File: src/rtl/mem_stage_if.sv
// Memory-controller request/done bus between mem_stage (master) and the memory controller (slave).
`timescale 1ns/1ps

interface mem_stage_if;
    logic        mc_req;
    logic        mc_we;
    logic [31:0] mc_addr;
    logic [31:0] mc_wdata;
    logic [1:0]  mc_size;
    logic        mc_done;
    logic [31:0] mc_rdata;

    modport master (
        output mc_req, mc_we, mc_addr, mc_wdata, mc_size,
        input  mc_done, mc_rdata
    );

    modport slave (
        input  mc_req, mc_we, mc_addr, mc_wdata, mc_size,
        output mc_done, mc_rdata
    );
endinterface

File: src/rtl/mem_stage.sv
// MEM pipeline stage: issues loads/stores over the mc_* handshake, extends load data,
// and stalls the upstream pipeline until each memory access has completed.
`timescale 1ns/1ps

module mem_stage (
    input  logic                clk,
    input  logic                rst,
    input  logic                i_rdy,
    input  logic [3:0]          i_mem_op,
    input  logic [31:0]         i_mem_addr,
    input  logic [31:0]         i_mem_rd_data,
    input  logic [4:0]          i_mem_rd_addr,
    mem_stage_if.master         mc,
    output logic [31:0]         o_wb_rd_data,
    output logic [4:0]          o_wb_rd_addr,
    output logic                o_wb_we,
    output logic                o_mem_stall
);

    localparam logic [3:0] OP_NOP = 4'd0;
    localparam logic [3:0] OP_LB  = 4'd8;
    localparam logic [3:0] OP_LH  = 4'd9;
    localparam logic [3:0] OP_LW  = 4'd10;
    localparam logic [3:0] OP_LBU = 4'd11;
    localparam logic [3:0] OP_LHU = 4'd12;
    localparam logic [3:0] OP_SB  = 4'd13;
    localparam logic [3:0] OP_SH  = 4'd14;
    localparam logic [3:0] OP_SW  = 4'd15;

    typedef enum logic [1:0] {IDLE, BUSY, DONE} state_t;

    state_t      r_state;
    state_t      w_next_state;
    logic        r_mc_req;
    logic        r_mc_we;
    logic [31:0] r_mc_addr;
    logic [31:0] r_mc_wdata;
    logic [1:0]  r_mc_size;
    logic [31:0] r_load_buf;

    logic        w_is_load;
    logic        w_is_store;
    logic        w_is_mem;
    logic [1:0]  w_size;
    logic [31:0] w_load_ext;

    assign w_is_load  = (i_mem_op >= OP_LB) && (i_mem_op <= OP_LHU);
    assign w_is_store = (i_mem_op >= OP_SB);
    assign w_is_mem   = w_is_load || w_is_store;

    assign mc.mc_req   = r_mc_req;
    assign mc.mc_we    = r_mc_we;
    assign mc.mc_addr  = r_mc_addr;
    assign mc.mc_wdata = r_mc_wdata;
    assign mc.mc_size  = r_mc_size;

    always_comb begin
        case (i_mem_op)
            OP_LB, OP_LBU, OP_SB: w_size = 2'd0;
            OP_LH, OP_LHU, OP_SH: w_size = 2'd1;
            default:              w_size = 2'd2;
        endcase
    end

    // EX/MEM holds the op until DONE, so the extension mode can be taken from the live input.
    always_comb begin
        case (i_mem_op)
            OP_LB:   w_load_ext = {{24{r_load_buf[7]}}, r_load_buf[7:0]};
            OP_LBU:  w_load_ext = {24'd0, r_load_buf[7:0]};
            OP_LH:   w_load_ext = {{16{r_load_buf[15]}}, r_load_buf[15:0]};
            OP_LHU:  w_load_ext = {16'd0, r_load_buf[15:0]};
            default: w_load_ext = r_load_buf;
        endcase
    end

    always_comb begin
        w_next_state = r_state;
        o_wb_rd_data = i_mem_rd_data;
        o_wb_rd_addr = i_mem_rd_addr;
        o_wb_we      = 1'b0;
        o_mem_stall  = 1'b0;
        case (r_state)
            IDLE: begin
                if (w_is_mem) begin
                    o_mem_stall  = 1'b1;
                    w_next_state = BUSY;
                end else begin
                    o_wb_we = (i_mem_rd_addr != 5'd0) && (i_mem_op != OP_NOP);
                end
            end
            BUSY: begin
                o_mem_stall = 1'b1;
                if (mc.mc_done) begin
                    w_next_state = DONE;
                end
            end
            DONE: begin
                w_next_state = IDLE;
                if (w_is_load) begin
                    o_wb_we      = (i_mem_rd_addr != 5'd0);
                    o_wb_rd_data = w_load_ext;
                end
            end
            default: w_next_state = IDLE;
        endcase
    end

    // Requests are only launched from IDLE, so a completed op cannot be re-issued from DONE.
    always_ff @(posedge clk) begin
        if (rst) begin
            r_state    <= IDLE;
            r_mc_req   <= 1'b0;
            r_mc_we    <= 1'b0;
            r_mc_addr  <= 32'd0;
            r_mc_wdata <= 32'd0;
            r_mc_size  <= 2'd0;
            r_load_buf <= 32'd0;
        end else if (i_rdy) begin
            r_state <= w_next_state;
            case (r_state)
                IDLE: begin
                    if (w_is_mem) begin
                        r_mc_req   <= 1'b1;
                        r_mc_we    <= w_is_store;
                        r_mc_addr  <= i_mem_addr;
                        r_mc_wdata <= i_mem_rd_data;
                        r_mc_size  <= w_size;
                    end
                end
                BUSY: begin
                    if (mc.mc_done) begin
                        r_mc_req   <= 1'b0;
                        r_load_buf <= mc.mc_rdata;
                    end
                end
                default: ;
            endcase
        end
    end

endmodule
File: src/flat_wrapper.sv
// flat-port wrapper written by rule: the top's interface ports become plain ports
module mem_stage_flat 
  (clk, rst, i_rdy, i_mem_op, i_mem_addr, i_mem_rd_data, i_mem_rd_addr, o_wb_rd_data, o_wb_rd_addr, o_wb_we, o_mem_stall, mc_mc_req, mc_mc_we, mc_mc_addr, mc_mc_wdata, mc_mc_size, mc_mc_done, mc_mc_rdata);
  mem_stage_if mc_i ();
  input  logic clk;
  input  logic rst;
  input  logic i_rdy;
  input  logic [3:0] i_mem_op;
  input  logic [31:0] i_mem_addr;
  input  logic [31:0] i_mem_rd_data;
  input  logic [4:0] i_mem_rd_addr;
  output logic [31:0] o_wb_rd_data;
  output logic [4:0] o_wb_rd_addr;
  output logic o_wb_we;
  output logic o_mem_stall;
  output wire logic [$bits(mc_i.mc_req)-1:0] mc_mc_req;
  output wire logic [$bits(mc_i.mc_we)-1:0] mc_mc_we;
  output wire logic [$bits(mc_i.mc_addr)-1:0] mc_mc_addr;
  output wire logic [$bits(mc_i.mc_wdata)-1:0] mc_mc_wdata;
  output wire logic [$bits(mc_i.mc_size)-1:0] mc_mc_size;
  input wire logic [$bits(mc_i.mc_done)-1:0] mc_mc_done;
  input wire logic [$bits(mc_i.mc_rdata)-1:0] mc_mc_rdata;
  assign mc_mc_req = mc_i.mc_req;
  assign mc_mc_we = mc_i.mc_we;
  assign mc_mc_addr = mc_i.mc_addr;
  assign mc_mc_wdata = mc_i.mc_wdata;
  assign mc_mc_size = mc_i.mc_size;
  assign mc_i.mc_done = mc_mc_done;
  assign mc_i.mc_rdata = mc_mc_rdata;
  mem_stage u_core (.clk(clk), .rst(rst), .i_rdy(i_rdy), .i_mem_op(i_mem_op), .i_mem_addr(i_mem_addr), .i_mem_rd_data(i_mem_rd_data), .i_mem_rd_addr(i_mem_rd_addr), .mc(mc_i), .o_wb_rd_data(o_wb_rd_data), .o_wb_rd_addr(o_wb_rd_addr), .o_wb_we(o_wb_we), .o_mem_stall(o_mem_stall));
endmodule
File: config.mk
export PLATFORM = sky130hd
export DESIGN_NAME = mem_stage_flat
export DESIGN_NICKNAME = d
export VERILOG_FILES = /design/src/rtl/mem_stage_if.sv /design/src/rtl/mem_stage.sv /design/src/flat_wrapper.sv
export SDC_FILE = /design/constraint.sdc
export NUM_CORES = 1
export LEC_CHECK = 0
export BUFFER_PORTS_ARGS = -buffer_cell sky130_fd_sc_hd__buf_4
export CAP_MARGIN = 20
export CORE_ASPECT_RATIO = 1.5
export CORE_MARGIN = 5
export CORE_UTILIZATION = 43
export CTS_BUF_LIST = sky130_fd_sc_hd__clkbuf_2 sky130_fd_sc_hd__clkbuf_4 sky130_fd_sc_hd__clkbuf_8
export DETAILED_ROUTE_END_ITERATION = 7
export MAX_ROUTING_LAYER = met4
export PLACE_DENSITY_LB_ADDON = 0.12
export SLEW_MARGIN = 20
export SYNTH_ARGS = -nofsm -noshare
export SYNTH_HDL_FRONTEND = slang
export SYNTH_SLANG_ARGS = --single-unit
File: constraint.sdc
create_clock -name clk -period 1.7 [get_ports clk]
set_input_delay 0.34 -clock clk [delete_from_list [all_inputs] [get_ports clk]]
set_output_delay 0.34 -clock clk [all_outputs]
set_load 0.005 [all_outputs]
; ---- After elaboration in Yosys (flattened, before gate mapping)
; Cells that the tools add are included.
[totals]
output_inout_bits = 107
elab_cells = 48
reg_bits = 102
[op_classes]
n_reduce_logical = 13
eq_ne = 10
muxes = 15
magnitude_cmp = 3
[op_table]
columns = operator, count
row1 = $pmux 32 s4, 1
row2 = $mux 32, 2
row3 = $eq 4x4->1 const B, 6
row4 = $reduce_and 3->1, 3
row5 = $ge 4x4->1 const B, 2
row6 = $pmux 2 s2, 2
row7 = $pmux 1 s2, 3
row8 = $reduce_or 3->1, 2
row9 = $mux 1, 5
row10 = $reduce_bool 5->1, 1
row11 = $le 4x4->1 const B, 1
row12 = $mux 2, 2
row13 = $reduce_and 4->1, 1
row14 = $reduce_bool 4->1, 1
row15 = $eq 2x1->1 const B, 1
row16 = $eq 2x2->1 const B, 1
row17 = $logic_and 1x1->1, 2
row18 = $logic_not 2->1, 1
row19 = $ne 2x1->1 const B, 1
row20 = $ne 2x2->1 const B, 1
row21 = $reduce_bool 2->1, 1
row22 = $logic_or 1x1->1, 1

; ---- Longest topological paths before layout
[logic_depth]
depth_word = 5
ltp_mapped = 7
mapped_depth_nobuf = 3

; ---- Least setup slack after synthesis
; Ideal clock, no wire load.
[synth_timing]
kind = in2out
from = input port i_mem_op[0]
to = output port o_wb_rd_data[2]
t_arrival_ns = 1.477
path_slack_ns = -0.117
cell_stages = 6
cell_sequence = buf_2 o21ai_2 and2_1 buf_2 buf_6 mux2_2
[synth_between]
elab_chain_len = 4
word_cells_on_any_way = 5
classes_between = 2 x order compare / 2 x mux / 1 x reduce/logical
[synth_rtl]
columns = element, line
row1 = start: declaration, flat_wrapper.sv:8  ; input logic [3:0] i_mem_op;
row2 = $ge 4x4->1 or $le 4x4->1 (tied branches), mem_stage.sv:47  ; assign w_is_load = (i_mem_op >= OP_LB) && (i_mem_op <= OP_LHU);
row3 = $logic_and 1x1->1 (*), mem_stage.sv:47
row4 = $mux 32 (*), mem_stage.sv:99  ; if (w_is_load) begin
row5 = $mux 32 (*), mem_stage.sv:82  ; case (r_state)
row6 = end: declaration, flat_wrapper.sv:12  ; output logic [31:0] o_wb_rd_data;
; Mark *: on every way between the ends. The rest lies on a longest branch, timed or not.

; ---- Final worst setup path
[layout_timing]
from = register u_core.r_state[0]
to = output port o_wb_rd_data[3]
[layout_between]
elab_chain_len = 2
[layout_rtl]
columns = element, line
row1 = start: declaration, mem_stage.sv:32  ; state_t r_state;
row2 = start signal: assignment, mem_stage.sv:119  ; r_state <= w_next_state;
row3 = $eq 2x2->1, mem_stage.sv:82
row4 = $mux 32, mem_stage.sv:82
; No other way between the ends.

==> results.yml <==
routing:
  drtAntennaViolNets: 0
  routed_wirelength_mm: 13.40
  drc: 0
  vias: 4404
  viasPerCell: 5.097
  wl_per_cell_um: 15.50
  drt_iter0_drc: 155
  drt_first_pass_iters: 4
clock_tree:
  clock_path_buffers: 2
  clkSinkCount: 102
  cts-hold-fix-buffers: 0
  cts_max_level: 3
  cts.reportedPaths.clkPinSlew_ps: 100
  cts_root_buf: "clkbuf_8"
  cts_tree: "yes"
  clock_latency_ps: 370
  cts_buffers: 9
  cts_setup_buffers: 0
power:
  leakage_nw: 2.746
  total_power_mw: 4.995
  power_density_nw_per_um2: 772.3
  peakVddDrop_mv: 0.5991
global_routing:
  grt_usage_pct: 22.30
  grt_pass1_vias: 4290
  grt.overflow.total: 0
  grt_start_max_net_pins: 47
  grt_pass1_wl_mm: 21.33
  antenna_found_initial: 0
die:
  top_level_ports: 216
  start_util_pct: 43.97
  die_area_um2: 12040
  rows: 44
  core_um2: 9689
  die_y_um: 131.9
  die_w_um: 91.27
worst_setup_path:
  end_kind: "output pin"
  cp.required_ps: 1360
  crit_type: "reg2out"
  path_max_fanout: 7
  startpoint_type: "register"
  critical_path_arrival_ps: 1650
finish:
  final_cells: 864
  final_cell_mix: "225 x buf_4, 194 x nand2_1, 101 x a21oi_1, 100 x dfxtp_1"
  regArea_um2: 2044
  area_delta_synth_final_pct: 51.81
  fin_util_pct: 66.75
  multi_input_area_um2: 2110
  final_common_cell: "buf_4"
  layout-drive-gt1-share_pct: 38.32
  nFillCells: 864
  nets: 853
  num_antenna_cells: 0
min_path:
  hold_path.class: "in2reg"
status:
  violations: "setup timing"
  status: "complete, but fails checks"
placement:
  dp.cells: 848
  portBuffers: 215
  dp_hpwl_mm: 10.30
  gp_congestion: 0.8346
synth:
  synth_area_um2: 4260
  ys_types: 35
  syn_nets: 649
  synth_seq_area_share_pct: 47.93
  ys_ff_latch: 102
  yosysWarnings: 0
  syn_area_per_cell_um2: 7.890
  syn_inst: 540
timing:
  layout_min_cycle_time_ps: 1987
  worst_slew_pin_slew_ps: 454.9
  holdWs_ps: 205.8
  period_share_pct: 116.9
  drv_slew: 0
  tns_ps: -7607
  fin_ws_ps: -287.3
  rsz0062_at_grt: "true"
  hold_violations: 0
  max-slew-margin-rel_pct: 69.57
  finalSetupViolCount: 33
  fmax_ghz: 0.5032
  finClkSkew_ps: 13.34
run:
  maxCapViolations: 0
==> what timing repair did <==
item                       4_1_cts  5_1_grt
setup endpoints to repair       33       33
pin swaps                        1        2
resized for setup               15        2
gates cloned                     0        0
==> per-stage QoR <==
step	area, um^2	worst slack, ps
floorplan	4385	-57.61
global placement	6203	-184.9
detailed placement	6203	-212.3
CTS	6459	-304.6
global route	6467	-340.0
finish	6467	-287.3
==> cell usage after synthesis <==
| library cell | count | area [um^2] |
|---|---|---|
| a211oi_1 | 1 | 7.510 |
| a21boi_0 | 16 | 120.1 |
| a21oi_1 | 101 | 505.5 |
| a221oi_1 | 1 | 8.760 |
| a2bb2oi_1 | 8 | 70.07 |
| and2_1 | 1 | 6.260 |
| and3b_1 | 2 | 17.52 |
| and4b_1 | 1 | 10.01 |
| buf_2 | 14 | 70.07 |
| buf_4 | 10 | 75.07 |
| buf_6 | 1 | 11.26 |
| clkbuf_1 | 25 | 93.84 |
| dfxtp_1 | 102 | 2042 |
| inv_1 | 1 | 3.750 |
| mux2_2 | 8 | 90.09 |
| mux2i_1 | 3 | 30.03 |
| nand2_1 | 194 | 728.2 |
| nand2b_1 | 3 | 18.77 |
| nand3_1 | 1 | 5.000 |
| nand3b_1 | 1 | 7.510 |
| nand4b_1 | 1 | 8.760 |
| nand4bb_1 | 1 | 11.26 |
| nor2_1 | 7 | 26.28 |
| nor3_1 | 3 | 15.01 |
| nor4bb_1 | 1 | 10.01 |
| o211ai_4 | 1 | 21.27 |
| o21ai_0 | 9 | 45.04 |
| o21ai_2 | 1 | 8.760 |
| o21bai_1 | 1 | 7.510 |
| o22a_1 | 16 | 140.1 |
| o311a_1 | 1 | 10.01 |
| or3_1 | 1 | 6.260 |
| or3b_4 | 1 | 11.26 |
| xnor2_1 | 1 | 8.760 |
| xor2_1 | 1 | 8.760 |
==> power breakdown <==
part	total, mW	internal, mW	switching [mW]
Clock	1.58	0.702	0.874
Combinational	0.888	0.504	0.384
Sequential	2.53	2.48	0.0478
Total	4.99	3.69	1.31
==> cell families (layout without fill, tap and decap cells) <==
kind of cell	after synthesis	in the layout	synth area share, %
buf+inv	51	260	5.962
simple gates	218	218	20.71
compound gates	156	156	22.17
xor+xnor	2	2	0.4112
mux	11	11	2.819
flops	102	102	47.93
==> layout make-up <==
type | count | share of cell area [%]
Clock buffer | 9 | 1.915
Clock inverter | 7 | 1.238
Inverter | 1 | 0.05804
Multi-Input combinational cell | 387 | 32.62
Sequential cell | 102 | 31.61
Tap cell | 115 | 2.225
Timing Repair Buffer | 243 | 30.33
==> flip-flops by register name, indices dropped and copies added, names as in the netlist <==
| name | count |
|---|---|
| u_core.mc.mc_req | 1 |
| u_core.r_state | 2 |
| u_core.mc.mc_addr | 32 |
| u_core.mc.mc_size | 2 |
| u_core.r_load_buf | 32 |
| u_core.mc.mc_we | 1 |
| u_core.mc.mc_wdata | 32 |
==> layer usage <==
layer | wire (um) | vias up | GRT usage, %
li1 | - | 2207 | -
met1 | 5189 | 2018 | 24.67
met2 | 6984 | 158 | 38.48
met3 | 901 | 21 | 4.911
met4 | 320 | 0 | 8.809
met5 | 0 | - | -
==> path summary, 6_finish.rpt <==
kind	from	end	slack (ps)	depth (start not counted)
max	u_core.r_state[0]	o_wb_rd_data[3]	-290	5
min	i_mem_addr[10]	u_core.mc.mc_addr[10]	210	3
max reg2reg	u_core.r_state[0]	u_core.mc.mc_addr[15]	190	5
min reg2reg	u_core.r_load_buf[23]	u_core.r_load_buf[23]	460	2
==> critical path, cell delays in order (launching register included) <==
cell and delay [ps]:
dfxtp_2 330, and3b_2 230, and2_4 170, buf_12 130
mux2_4 300, buf_6 120
No activity file was read; power rests on OpenSTA's default activity.
